===== src/rtl/start_point_seq.sv =====
// start_point_seq: per-trial starting-point generator (sequential or LFSR codes with repeat factor)
// driving a one-hot {axis, position} vector for a programmable window. Option: SP_NO_REPEAT_EN.
module start_point_seq #(
  parameter int                AXIS_W  = 2,
  parameter int                POS_W   = 4,
  parameter int                N_OUT   = AXIS_W + POS_W,
  parameter int                MODE    = 1,
  parameter int                REPEAT  = 2,
  parameter int                LFSR_W  = 10,
  parameter logic [LFSR_W-1:0] TAPS    = 10'b1001000000,
  parameter logic [LFSR_W-1:0] SEED    = 10'b1110110101,
  parameter int                HOLD_W  = 16,
  parameter int                TRIAL_W = 10
) (
  input  logic                                 clk,
  input  logic                                 reset,
  input  logic                                 active,
  input  logic                                 trial_start,
  input  logic                                 seed_load,
  input  logic [LFSR_W-1:0]                    seed,
  input  logic [HOLD_W-1:0]                    hold_cyc,
  output logic [N_OUT-1:0]                     InVec,
  output logic                                 vec_valid,
  output logic                                 trial_done,
  output logic                                 busy,
  output logic [$clog2(AXIS_W*POS_W)-1:0]      code,
  output logic [TRIAL_W-1:0]                   trial_cnt
);

  localparam int CODE_W = $clog2(AXIS_W * POS_W);
  localparam int PS_W   = $clog2(POS_W);
  localparam int REP_W  = (REPEAT > 1) ? $clog2(REPEAT) : 1;

  typedef enum logic [1:0] {S_IDLE, S_DRAW, S_PRESENT} state_t;

  state_t              state_q, state_d;
  logic [LFSR_W-1:0]   lfsr_q;
  logic [CODE_W-1:0]   seq_ptr_q;
  logic [CODE_W-1:0]   code_q;
  logic [REP_W-1:0]    rep_cnt_q;
  logic                has_prev_q;
  logic                drawn_q;
  logic [HOLD_W-1:0]   hold_q;
  logic                trial_done_q;
  logic [TRIAL_W-1:0]  trial_cnt_q;

  logic [LFSR_W-1:0]   lfsr_step, lfsr_adv;
  logic [CODE_W-1:0]   cand;
  logic                reuse, reject;
  logic [HOLD_W-1:0]   hold_eff;

  // Fibonacci step: shift left, parity of tapped bits enters at the LSB.
  assign lfsr_step = {lfsr_q[LFSR_W-2:0], ^(lfsr_q & TAPS)};
  assign lfsr_adv  = (lfsr_step == '0) ? SEED : lfsr_step;
  assign cand      = lfsr_adv[CODE_W-1:0];
  assign reuse     = (rep_cnt_q != '0) && has_prev_q;
  assign hold_eff  = (hold_cyc == '0) ? HOLD_W'(1) : hold_cyc;

`ifdef SP_NO_REPEAT_EN
  assign reject = (MODE == 1) && has_prev_q && (cand == code_q);
`else
  assign reject = 1'b0;
`endif

  always_ff @(posedge clk or posedge reset) begin
    if (reset) state_q <= S_IDLE;
    else       state_q <= state_d;
  end

  // NOTE: state_d is assigned before the case so every path has a value and no latch is inferred.
  always_comb begin
    state_d = state_q;
    unique case (state_q)
      S_IDLE:    if (!seed_load && trial_start && active) state_d = S_DRAW;
      S_DRAW:    if (!active) state_d = S_IDLE;
                 else if (drawn_q) state_d = S_PRESENT;
      S_PRESENT: if (!active || hold_q == HOLD_W'(1)) state_d = S_IDLE;
      default:   state_d = S_IDLE;
    endcase
  end

  // NOTE: all state below uses non-blocking assignments so every register samples pre-edge values.
  always_ff @(posedge clk or posedge reset) begin
    if (reset) begin
      lfsr_q       <= SEED;
      seq_ptr_q    <= '0;
      code_q       <= '0;
      rep_cnt_q    <= '0;
      has_prev_q   <= 1'b0;
      drawn_q      <= 1'b0;
      hold_q       <= HOLD_W'(1);
      trial_done_q <= 1'b0;
      trial_cnt_q  <= '0;
    end else begin
      trial_done_q <= 1'b0;
      unique case (state_q)
        S_IDLE: begin
          if (seed_load) begin
            lfsr_q      <= (seed == '0) ? SEED : seed;
            seq_ptr_q   <= '0;
            rep_cnt_q   <= '0;
            trial_cnt_q <= '0;
            has_prev_q  <= 1'b0;
          end else if (trial_start && active) begin
            hold_q  <= hold_eff;
            drawn_q <= 1'b0;
          end
        end
        S_DRAW: begin
          // The accepted code is registered first and presented from the register next cycle.
          if (active && !drawn_q) begin
            if (reuse) begin
              drawn_q <= 1'b1;
            end else if (MODE == 0) begin
              code_q     <= seq_ptr_q;
              seq_ptr_q  <= seq_ptr_q + CODE_W'(1);
              has_prev_q <= 1'b1;
              drawn_q    <= 1'b1;
            end else begin
              lfsr_q <= lfsr_adv;
              if (!reject) begin
                code_q     <= cand;
                has_prev_q <= 1'b1;
                drawn_q    <= 1'b1;
              end
            end
          end
        end
        S_PRESENT: begin
          if (active) begin
            if (hold_q == HOLD_W'(1)) begin
              trial_done_q <= 1'b1;
              trial_cnt_q  <= trial_cnt_q + TRIAL_W'(1);
              rep_cnt_q    <= (rep_cnt_q == REP_W'(REPEAT - 1)) ? '0 : rep_cnt_q + REP_W'(1);
            end else begin
              hold_q <= hold_q - HOLD_W'(1);
            end
          end
        end
        default: ;
      endcase
    end
  end

  logic [AXIS_W-1:0] axis_oh;
  logic [POS_W-1:0]  pos_oh;

  assign axis_oh    = AXIS_W'(1) << code_q[CODE_W-1:PS_W];
  assign pos_oh     = POS_W'(1) << code_q[PS_W-1:0];
  assign vec_valid  = (state_q == S_PRESENT);
  assign busy       = (state_q != S_IDLE);
  assign InVec      = vec_valid ? N_OUT'({axis_oh, pos_oh}) : '0;
  assign trial_done = trial_done_q;
  assign code       = code_q;
  assign trial_cnt  = trial_cnt_q;

endmodule


===== config.mk =====
export PLATFORM = sky130hd
export DESIGN_NAME = start_point_seq
export DESIGN_NICKNAME = d
export VERILOG_FILES = /design/src/rtl/start_point_seq.sv
export SDC_FILE = /design/constraint.sdc
export NUM_CORES = 1
export LEC_CHECK = 0
export ABC_AREA = 0
export BUFFER_PORTS_ARGS = -buffer_cell sky130_fd_sc_hd__buf_4
export CORE_ASPECT_RATIO = 0.6
export CORE_MARGIN = 2
export CORE_UTILIZATION = 33
export CTS_BUF_LIST = sky130_fd_sc_hd__clkbuf_4 sky130_fd_sc_hd__clkbuf_8
export DETAILED_ROUTE_END_ITERATION = 10
export MAX_ROUTING_LAYER = met4
export SKIP_LAST_GASP = 1
export SYNTH_ARGS = -nofsm -noshare
export SYNTH_HDL_FRONTEND = slang
export SYNTH_SLANG_ARGS = --single-unit

===== constraint.sdc =====
create_clock -name clk -period 5.7 [get_ports clk]
set_clock_uncertainty 0.2 [all_clocks]
set_input_delay 0.57 -clock clk [delete_from_list [all_inputs] [get_ports clk]]
set_output_delay 0.57 -clock clk [all_outputs]
set_load 0.02 [all_outputs]

==> impl_metrics.ini <==
[timing]
slew_viol_final = 0
setup_viol = 0
max_slew_margin_pct = 30.8
period_share_pct = 53.7
tightestPinTransition_ps = 1040
period_needed_ps = 3060
clock.fmax_ghz = 0.327
hold_viol = 0
tns_ps = 0
rsz0062_at_grt = false

[cells_and_area]
fin_util_pct = 40.4
drive_above_1_share_pct = 26.9
layout.nets = 379
antenna_cells = 0
final_cells = 458
layout-area-overhead-vs-synth_pct = 19.9

[yosys]
ys_seq_area_share_pct = 40.2
synthFlopType = dfrtp_1
syn_avg_cell_area_um2 = 9.35
yosys.area.top_type = dfrtp_1
ys_warn_count = 0
synth_nets = 336
syn_area_um2 = 2820
synthTopCellsByArea = dfrtp_1, dfstp_2, mux2_2
ys_async_sr_fraction_pct = 100
yosysUniqueCellTypes = 54
yosys_register_bits = 45
netlist_instances = 302
synth_edf_count = 0
netlist.area_leader.share_pct = 32.8

[setup_path]
worstSetupStartpointType = flop
path_cells = nand2b_1 -> clkinv_1 -> and2_1 -> a21oi_2 -> o221ai_1
slowest_delay_ps = 600
critPathKind = reg2reg
critical_path.top_delay_family = compound AO/OA/AOI/OAI gates
r2r_cells = 5
end_kind = flop
required_ps = 5650
path_max_fanout = 28
crit_arrival_ps = 3010
crit_buf_inv = 1
worst-path-stages = 5
cp_slowest_cell = a21oi_2

[pwr]
finalPower_w = 0.00101
powerDensity_nw_per_um2 = 299
vdd_ir_drop_max_mv = 0.111
p_leak_nw = 1.37

[route]
firstDrtPassIters = 5
drt_iter0_drc = 215
wl_per_cell_um = 16.8
vias = 2622
via_per_inst = 5.72
drc = 0
antenna_left = 0
wirelength_um = 7690

[die]
coreArea_um2 = 8390
die_y_um = 75.7
die_area_um2 = 9340
ios = 53
row_count = 26
chipWidth_um = 123
start_util_pct = 33.6

[status]
status = finished clean

[clock_network]
numCtsBuffers = 5
cts_hold_buf = 0
root_buffer = clkbuf_8
clk_latency_ps = 300
cts_tree = yes
cts_sinks = 45
cts_setup_buffers = 0
clkTransAtPathRegs_ps = 90
cts_buffer_depth = 2
h-tree-depth = 2
postCtsResizedCells = 0

[placed_design]
dp_cells = 450
gp_congestion = 0.845
io_buffer_count = 52
dpl.hpwl_um = 5440

[global_routing]
overflow = 0
grt_max_degree = 46
antenna_found_initial = 0
grt_pass1_vias = 2372
grt.total_usage_pct = 17.4
grt_pass1_wl_um = 12200

[run]
cap_violations = 0

[worst_hold_path]
hp-class = in2async
-- per-layer routing --
layer  part of all wire [%]  GRT usage, %  vias up
li1                       -             -     1253
met2                     39          22.5      104
met1                     53          26.9     1256
met4                   0.82          4.04        0
met5                      0             -        -
met3                    6.9          3.74        9
-- placed cells by master (no fill, tap or decap), types with 3 or more instances in the layout --
| master | count |
|---|---|
| dfrtp_1 | 37 |
| a211oi_1 | 5 |
| o311ai_0 | 5 |
| and3_1 | 5 |
| nor4b_1 | 3 |
| o32a_1 | 7 |
| o211ai_1 | 3 |
| nor4_1 | 6 |
| nand2_1 | 34 |
| nand2b_1 | 5 |
| nor3_1 | 13 |
| and2_1 | 4 |
| o31a_1 | 4 |
| nand3_1 | 9 |
| or4_1 | 6 |
| ha_1 | 3 |
| mux2_2 | 14 |
| o21ai_0 | 9 |
| buf_4 | 54 |
| a31oi_1 | 8 |
| o221ai_1 | 11 |
| dfstp_2 | 8 |
| nor2_1 | 18 |
| nand4_1 | 6 |
| o22ai_1 | 4 |
| nor3b_1 | 3 |
| a21oi_1 | 10 |
| inv_1 | 10 |
| mux2i_1 | 6 |
| a22oi_1 | 4 |
| clkbuf_8 | 6 |
-- power by group --
part	leakage [nW]	switching (W)	total [W]	internal [W]
sequential	0.554	0.000114	0.000516	0.000402
clock	0.0523	0.000113	0.000221	0.000109
combinational	0.762	0.000142	0.000274	0.000132
-- cell usage after synthesis (all sizes together) (4+ instances only) --
library cell,count
buf,6
nor3,13
mux2i,6
mux2,14
inv,11
dfrtp,37
and3,5
o22ai,4
nand4,7
a21oi,11
o221ai,11
nand2,34
o32a,7
a22oi,4
nor4,9
clkbuf,12
or4,6
o31a,4
o311ai,6
o21ai,9
and2,4
nor2,18
dfstp,8
a211oi,6
nand2b,5
a31oi,8
nand3,9
-- registers in the layout, indices dropped and copies added (netlist names) --
name,flops
code,3
has_prev_q,1
trial_cnt,10
lfsr_q,10
rep_cnt_q,1
hold_q,16
trial_done,1
state_q,2
drawn_q,1
-- worst paths after layout --
check | to | slack [ps] | start
min in group clk | rep_cnt_q$_DFFE_PP0P_ | 300 | rep_cnt_q$_DFFE_PP0P_
max | hold_q[3]$_DFFE_PP0P_ | 2640 | state_q[0]$_DFFE_PP0P_
max in group asynchronous | trial_cnt[9]$_DFFE_PP0P_ | 4660 | reset
max reg2reg | hold_q[3]$_DFFE_PP0P_ | 2640 | state_q[0]$_DFFE_PP0P_
min | hold_q[7]$_DFFE_PP0P_ | 210 | reset
min reg2reg | rep_cnt_q$_DFFE_PP0P_ | 300 | rep_cnt_q$_DFFE_PP0P_
-- through the flow --
stage	cell area [um2]	setup WS, ps	hold WS [ps]
finish	3390	2640	211
CTS	3390	2630	245
global route	3390	2390	267
floorplan	2820	3390	251
global placement	3290	2690	277
detailed placement	3290	2650	302
-- worst register-to-register path: stages (launching register included) --
cell      delay, ps
dfrtp_1         580
nand2b_1        180
clkinv_1        590
and2_1          550
a21oi_2         600
o221ai_1        210
-- logic make-up after synthesis --
family	count (synthesis)	share of synthesized area (%)
and+or+nand+nor	121	23.5
xor gates and xnor gates	1	0.310
DFF	45	40.2
buffers and inverters	30	4.43
AOI/OAI and AO/OA	82	22.5
muxes	20	7.71
adders and majority gates	3	1.33
-- area by class of cell --
class                      count  area, um2
multi-input combinational    227       1560
inverter                      12       45.0
tap                          112        140
fill                         831       5010
clock buffer                   8       97.6
sequential                    45       1140
timing repair buffer          54        405
Note: power is estimated with default switching activity, not from simulation.
